File: src/rtl/pong_score_pkg.sv
// Shared constants and helpers for the Pong score counter bank.
// Holds the default win thresholds, BCD digit width and BCD-to-binary decode.
package pong_score_pkg;

    localparam int WIN_SHORT_DEFAULT = 11;
    localparam int WIN_LONG_DEFAULT  = 15;
    localparam int BCD_W             = 4;
    localparam int MAX_DIGITS        = 3;
    localparam int BIN_W             = 10;

    function automatic int pow10(input int n);
        int r;
        r = 1;
        for (int k = 0; k < n; k++) r = r * 10;
        return r;
    endfunction

    // Upper digits are zero-padded by the caller when DIGITS < MAX_DIGITS.
    function automatic logic [BIN_W-1:0] bcd_to_bin(input logic [MAX_DIGITS*BCD_W-1:0] bcd);
        logic [BIN_W-1:0] r;
        r = BIN_W'(bcd[11:8]);
        r = r * BIN_W'(10) + BIN_W'(bcd[7:4]);
        r = r * BIN_W'(10) + BIN_W'(bcd[3:0]);
        return r;
    endfunction

endpackage

File: src/rtl/score_counter_bank_if.sv
// Point-request inputs and score/winner outputs of the score counter bank.
// master drives requests and control; slave is the counter bank.
interface score_counter_bank_if #(
    parameter int NUM_PLAYERS = 2,
    parameter int DIGITS      = 2
);
    logic                            srst;
    logic                            _attract;
    logic                            win_sel;
    logic [NUM_PLAYERS-1:0]          point;
    logic [NUM_PLAYERS*DIGITS*4-1:0] score;
    logic [NUM_PLAYERS-1:0]          score_pulse;
    logic [NUM_PLAYERS-1:0]          winner;
    logic                            stop_g;

    modport master (
        output srst, _attract, win_sel, point,
        input  score, score_pulse, winner, stop_g
    );

    modport slave (
        input  srst, _attract, win_sel, point,
        output score, score_pulse, winner, stop_g
    );
endinterface

File: src/rtl/bcd_counter.sv
// Saturating multi-digit BCD up-counter with clear; count updates 1 clk after inc.
// No backpressure: an inc at the all-nines value is dropped and raises no changed strobe.
module bcd_counter
    import pong_score_pkg::*;
#(
    parameter int DIGITS = 2
) (
    input  logic                    clk,
    input  logic                    _rst,
    input  logic                    clr,
    input  logic                    inc,
    output logic [DIGITS*BCD_W-1:0] count,
    output logic                    changed
);

    logic [DIGITS*BCD_W-1:0] count_nxt;
    logic                    sat;
    logic                    carry;

    // Ripple the +1 upward: each 9 wraps to 0 and passes the carry on.
    always_comb begin
        count_nxt = count;
        sat       = 1'b1;
        carry     = 1'b1;
        for (int d = 0; d < DIGITS; d++) begin
            if (count[d*BCD_W +: BCD_W] != 4'd9) sat = 1'b0;
            if (carry) begin
                if (count[d*BCD_W +: BCD_W] == 4'd9) begin
                    count_nxt[d*BCD_W +: BCD_W] = 4'd0;
                end else begin
                    count_nxt[d*BCD_W +: BCD_W] = count[d*BCD_W +: BCD_W] + 4'd1;
                    carry = 1'b0;
                end
            end
        end
    end

    always_ff @(posedge clk or negedge _rst) begin
        if (!_rst) begin
            count   <= '0;
            changed <= 1'b0;
        end else if (clr) begin
            count   <= '0;
            changed <= 1'b0;
        end else if (inc && !sat) begin
            count   <= count_nxt;
            changed <= 1'b1;
        end else begin
            changed <= 1'b0;
        end
    end

endmodule

File: src/rtl/score_counter_bank.sv
// Per-player BCD score counters with point edge detect, win threshold and game stop; 1 clk point->score.
// No backpressure: rises during attract, srst or stop are consumed and lost.
module score_counter_bank
    import pong_score_pkg::*;
#(
    parameter int NUM_PLAYERS = 2,
    parameter int DIGITS      = 2,
    parameter int WIN_SHORT   = WIN_SHORT_DEFAULT,
    parameter int WIN_LONG    = WIN_LONG_DEFAULT
) (
    input  logic                 clk,
    input  logic                 _rst,
    score_counter_bank_if.slave  bus
);

    localparam int SCORE_W   = DIGITS * BCD_W;
    localparam int MAX_SCORE = pow10(DIGITS) - 1;

    if (NUM_PLAYERS < 1 || NUM_PLAYERS > 4) begin : g_bad_players
        $error("score_counter_bank: NUM_PLAYERS %0d outside 1..4", NUM_PLAYERS);
    end
    if (DIGITS < 1 || DIGITS > MAX_DIGITS) begin : g_bad_digits
        $error("score_counter_bank: DIGITS %0d outside 1..%0d", DIGITS, MAX_DIGITS);
    end
    if (WIN_SHORT < 1 || WIN_SHORT > MAX_SCORE) begin : g_bad_win_short
        $error("score_counter_bank: WIN_SHORT %0d outside 1..%0d", WIN_SHORT, MAX_SCORE);
    end
    if (WIN_LONG < 1 || WIN_LONG > MAX_SCORE) begin : g_bad_win_long
        $error("score_counter_bank: WIN_LONG %0d outside 1..%0d", WIN_LONG, MAX_SCORE);
    end

    logic [NUM_PLAYERS-1:0] point_q;
    logic [NUM_PLAYERS-1:0] rise;
    logic [NUM_PLAYERS-1:0] inc;
    logic [BIN_W-1:0]       thr;
    logic                   stop;
    logic [SCORE_W-1:0]     score_arr   [NUM_PLAYERS];
    logic                   changed_arr [NUM_PLAYERS];
    logic                   win_arr     [NUM_PLAYERS];

    always_ff @(posedge clk or negedge _rst) begin
        if (!_rst) begin
            point_q <= '0;
        end else begin
            point_q <= bus.point;
        end
    end

    // stop comes from the registered scores, so this path has no loop.
    assign rise = bus.point & ~point_q;
    assign inc  = rise & {NUM_PLAYERS{bus._attract & ~stop & ~bus.srst}};
    assign thr  = bus.win_sel ? BIN_W'(WIN_LONG) : BIN_W'(WIN_SHORT);

    for (genvar i = 0; i < NUM_PLAYERS; i++) begin : g_player
        logic [MAX_DIGITS*BCD_W-1:0] padded;

        bcd_counter #(
            .DIGITS (DIGITS)
        ) u_cnt (
            .clk     (clk),
            ._rst    (_rst),
            .clr     (bus.srst),
            .inc     (inc[i]),
            .count   (score_arr[i]),
            .changed (changed_arr[i])
        );

        always_comb begin
            padded              = '0;
            padded[SCORE_W-1:0] = score_arr[i];
        end

        assign win_arr[i] = (bcd_to_bin(padded) >= thr);
    end

    always_comb begin
        bus.score       = '0;
        bus.score_pulse = '0;
        bus.winner      = '0;
        stop            = 1'b0;
        for (int i = 0; i < NUM_PLAYERS; i++) begin
            bus.score[i*SCORE_W +: SCORE_W] = score_arr[i];
            bus.score_pulse[i]              = changed_arr[i];
            bus.winner[i]                   = win_arr[i];
            stop                            = stop | win_arr[i];
        end
        bus.stop_g = stop;
    end

endmodule

File: src/flat_wrapper.sv
// flat-port wrapper written by rule: the top's interface ports become plain ports
module score_counter_bank_flat import pong_score_pkg::*;
#(
    parameter int NUM_PLAYERS = 2,
    parameter int DIGITS      = 2,
    parameter int WIN_SHORT   = WIN_SHORT_DEFAULT,
    parameter int WIN_LONG    = WIN_LONG_DEFAULT
)
  (clk, _rst, bus_srst, bus__attract, bus_win_sel, bus_point, bus_score, bus_score_pulse, bus_winner, bus_stop_g);
  score_counter_bank_if #(.NUM_PLAYERS(NUM_PLAYERS), .DIGITS(DIGITS)) bus_i ();
  input  logic clk;
  input  logic _rst;
  input wire logic [$bits(bus_i.srst)-1:0] bus_srst;
  input wire logic [$bits(bus_i._attract)-1:0] bus__attract;
  input wire logic [$bits(bus_i.win_sel)-1:0] bus_win_sel;
  input wire logic [$bits(bus_i.point)-1:0] bus_point;
  output wire logic [$bits(bus_i.score)-1:0] bus_score;
  output wire logic [$bits(bus_i.score_pulse)-1:0] bus_score_pulse;
  output wire logic [$bits(bus_i.winner)-1:0] bus_winner;
  output wire logic [$bits(bus_i.stop_g)-1:0] bus_stop_g;
  assign bus_i.srst = bus_srst;
  assign bus_i._attract = bus__attract;
  assign bus_i.win_sel = bus_win_sel;
  assign bus_i.point = bus_point;
  assign bus_score = bus_i.score;
  assign bus_score_pulse = bus_i.score_pulse;
  assign bus_winner = bus_i.winner;
  assign bus_stop_g = bus_i.stop_g;
  score_counter_bank #(.NUM_PLAYERS(NUM_PLAYERS), .DIGITS(DIGITS), .WIN_SHORT(WIN_SHORT), .WIN_LONG(WIN_LONG)) u_core (.clk(clk), ._rst(_rst), .bus(bus_i));
endmodule
File: config.mk
export PLATFORM = sky130hd
export DESIGN_NAME = score_counter_bank_flat
export DESIGN_NICKNAME = d
export VERILOG_FILES = /design/src/rtl/pong_score_pkg.sv /design/src/rtl/score_counter_bank_if.sv /design/src/rtl/bcd_counter.sv /design/src/rtl/score_counter_bank.sv /design/src/flat_wrapper.sv
export SDC_FILE = /design/constraint.sdc
export NUM_CORES = 1
export LEC_CHECK = 0
export CAP_MARGIN = 20
export CORE_MARGIN = 3
export CORE_UTILIZATION = 53
export DETAILED_ROUTE_END_ITERATION = 10
export PLACE_DENSITY = 0.9
export SYNTH_ARGS = -nofsm -noshare
export SYNTH_HDL_FRONTEND = slang
export SYNTH_SLANG_ARGS = --single-unit
File: constraint.sdc
create_clock -name clk -period 5 [get_ports clk]
set_input_delay 1.25 -clock clk [delete_from_list [all_inputs] [get_ports clk]]
set_output_delay 1.25 -clock clk [all_outputs]
set_load 0.02 [all_outputs]
==> results.sh <==
export IMPL_clock_latency_ps=290
export IMPL_htreeDepth=1
export IMPL_setup_slack_ps=165
export IMPL_synth_edf_count=0
export IMPL_min_path_type="reg2reg"
export IMPL_drc_errors=0
export IMPL_die_area_mm2=0.00390
export IMPL_pin_count=28
export IMPL_yosys_warnings=0
export IMPL_hold_viol=0
export IMPL_p_per_area_mw_per_mm2=131
export IMPL_vias_per_cell=6.18
export IMPL_tightest_slew_ps=887
export IMPL_numCtsBuffers=3
export IMPL_grt_pass1_vias=1489
export IMPL_cts_tree="built"
export IMPL_period_share_pct=96.7
export IMPL_grt_overflow=0
export IMPL_drtIter0Drc=88
export IMPL_crit_fanout=21
export IMPL_finalSetupViolCount=0
export IMPL_cts_sinks=20
export IMPL_antenna_found_initial=0
export IMPL_clkTransAtPathRegs_ps=100
export IMPL_ys_ff_latch=20
export IMPL_cts_root_buf="clkbuf_4"
export IMPL_ys_flop_type="dfrtp_1"
export IMPL_yosysSeqAreaShare_pct=29.6
export IMPL_drive_gt1_share_pct=4.43
export IMPL_finClkSkew_ps=1.26
export IMPL_min_period_ps=4840
export IMPL_syn_inst=180
export IMPL_cellLeakagePower_nw=0.941
export IMPL_insertedDiodeCount=0
export IMPL_initial_core_util_pct=58.3
export IMPL_setup_tns_ps=0
export IMPL_dp_hpwl_um=3030
export IMPL_areaGrowthSynthToFinish_pct=18.1
export IMPL_grt_max_degree=22
export IMPL_wl_per_cell_um=15.9
export IMPL_start_kind="flop"
export IMPL_status="finished, final reports clean"
export IMPL_ant_nets=0
export IMPL_via_count=1514
export IMPL_dr_pass1_iters=4
export IMPL_synth_nets=215
export IMPL_core_rowCount=19
export IMPL_worstPathArrival_ps=3590
export IMPL_synth_cell_types=51
export IMPL_clk_path_buf_depth=2
export IMPL_maxCapViolations=0
export IMPL_max_slew_margin_pct=40.7
export IMPL_drv_slew=0
export IMPL_grtUsageTotal_pct=21.2
export IMPL_port_buffers=27
export IMPL_die_height_um=62.5
export IMPL_critical_path_class="reg2out"
export IMPL_nets=240
export IMPL_chipWidth_um=62.5
export IMPL_core_area_mm2=0.00290
export IMPL_grt_first_pass_wirelength_um=6820
export IMPL_syn_avg_cell_area_um2=9.39
export IMPL_fmax_ghz=0.207
export IMPL_gp_congestion=0.899
export IMPL_synth_async_sr_flop_share_pct=100
export IMPL_worstPathRequired_ps=3750
export IMPL_ir_worst_vdd_v=0.000147
export IMPL_cp_end_kind="output port"
export IMPL_syn_area_mm2=0.00169
export IMPL_dp_worst_setup_slack_ps=266
export IMPL_rsz0062_at_grt="no"
export IMPL_drt_wl_total_um=3890
==> final timing paths <==
path	start	to	slack, ps	cells past startpoint
max	u_core.g_player[0].u_cnt.count[5]	bus_stop_g	160	11
min in group asynchronous	_rst	u_core.g_player[0].u_cnt.count[0]	1450	1
max in group asynchronous	_rst	u_core.g_player[0].u_cnt.count[5]	2950	1
min reg2reg	u_core.g_player[0].u_cnt.count[6]	u_core.g_player[0].u_cnt.count[6]	620	1
min	u_core.g_player[0].u_cnt.count[6]	u_core.g_player[0].u_cnt.count[6]	620	1
max reg2reg	u_core.g_player[0].u_cnt.count[5]	u_core.g_player[1].u_cnt.count[0]	1660	10
==> area by class of cell <==
class	instances	area, um2
multi-input cells	133	1070
repair buffers	28	278
fillers	235	905
flip-flops and latches	20	502
inverters	19	71.3
well taps	42	52.6
clock buffers	3	22.5
==> critical path, cell delays in order (launching register included) <==
cell and delay (ps):
dfrtp_2 490, ha_1 300, ha_1 160, inv_1 60
fa_1 390, a211o_1 280, a2111o_1 450, nor3_2 190
inv_2 190, nor2_1 180, inv_1 60, clkdlybuf4s50_1 530
==> placed cells by master (no fill, tap or decap), types with 5 or more instances in the layout <==
master / count
dfrtp_1: 19
o21ai_0: 5
nand3_1: 5
nand2_1: 15
nor3_1: 5
ha_1: 24
nor2_1: 8
a21oi_1: 5
inv_1: 18
clkdlybuf4s50_1: 27
==> synthesized netlist by cell type (2+ instances only) <==
library cell / count / area (um2)
ha_1: 24 / 300
dfrtp_1: 20 / 500
inv_1: 18 / 67.6
nand2_1: 15 / 56.3
nor2_1: 8 / 30.0
a21oi_1: 5 / 25.0
nand3_1: 5 / 25.0
nor3_1: 5 / 25.0
o21ai_0: 5 / 25.0
and3b_1: 4 / 35.0
fa_1: 4 / 80.1
mux2i_1: 4 / 40.0
nand4_1: 4 / 25.0
o31ai_1: 4 / 30.0
or4_1: 4 / 30.0
a21o_1: 3 / 22.5
buf_2: 3 / 15.0
nand2b_1: 3 / 18.8
a211oi_1: 2 / 15.0
a311oi_1: 2 / 17.5
a31oi_1: 2 / 12.5
buf_4: 2 / 15.0
clkbuf_1: 2 / 7.51
nand3b_1: 2 / 15.0
nor2b_1: 2 / 12.5
nor4_1: 2 / 12.5
o21bai_1: 2 / 15.0
==> kinds of logic (layout without fill, tap and decap cells) <==
family          after synthesis  count (layout)  synth area share, %
compound gates               37              37                 16.4
xor+xnor                      2               2                 1.04
fa+ha+maj                    28              28                 22.5
buf+inv                      27              50                 7.10
flops                        20              20                 29.6
mux                           4               4                 2.37
simple gates                 62              62                 20.9
==> registers in the layout (all words and copies together) (netlist names) <==
name / count
u_core.g_player.u_cnt.count: 16
u_core.g_player.u_cnt.changed: 2
u_core.point_q: 2
==> report_power, final <==
part           switching [W]  internal [W]  total (W)
Clock              0.0000440     0.0000281  0.0000720
Sequential        0.00000303      0.000164   0.000167
Combinational      0.0000131    0.00000986  0.0000230
==> metrics by stage <==
step                cells  hold WS (ps)  utilization (%)  cell area, um2  power [W]
floorplan             180           613                -            1690   0.000178
finish                245           624             68.8            2000   0.000262
global placement      242           591             68.0            1970   0.000192
detailed placement    242           613             68.0            1970   0.000193
CTS                   245           628             68.8            1990   0.000266
global route          245           665             68.8            2000   0.000274
==> metal layers <==
| metal | up-vias | track usage, % | wire length (um) |
|---|---|---|---|
| li1 | 708 | - | - |
| met2 | 57 | 37.5 | 1950 |
| met5 | - | 0 | 0 |
| met1 | 737 | 25.7 | 1590 |
| met4 | 0 | 5.23 | 80 |
| met3 | 12 | 5.40 | 264 |
==> what timing repair did <==
item	in CTS	in global routing
buffers inserted	0	0
endpoints found under the setup margin	0	1
hold buffers	0	0
hold endpoints to repair	0	0
resized for setup	0	1
Power figures use the tool's default switching activity.
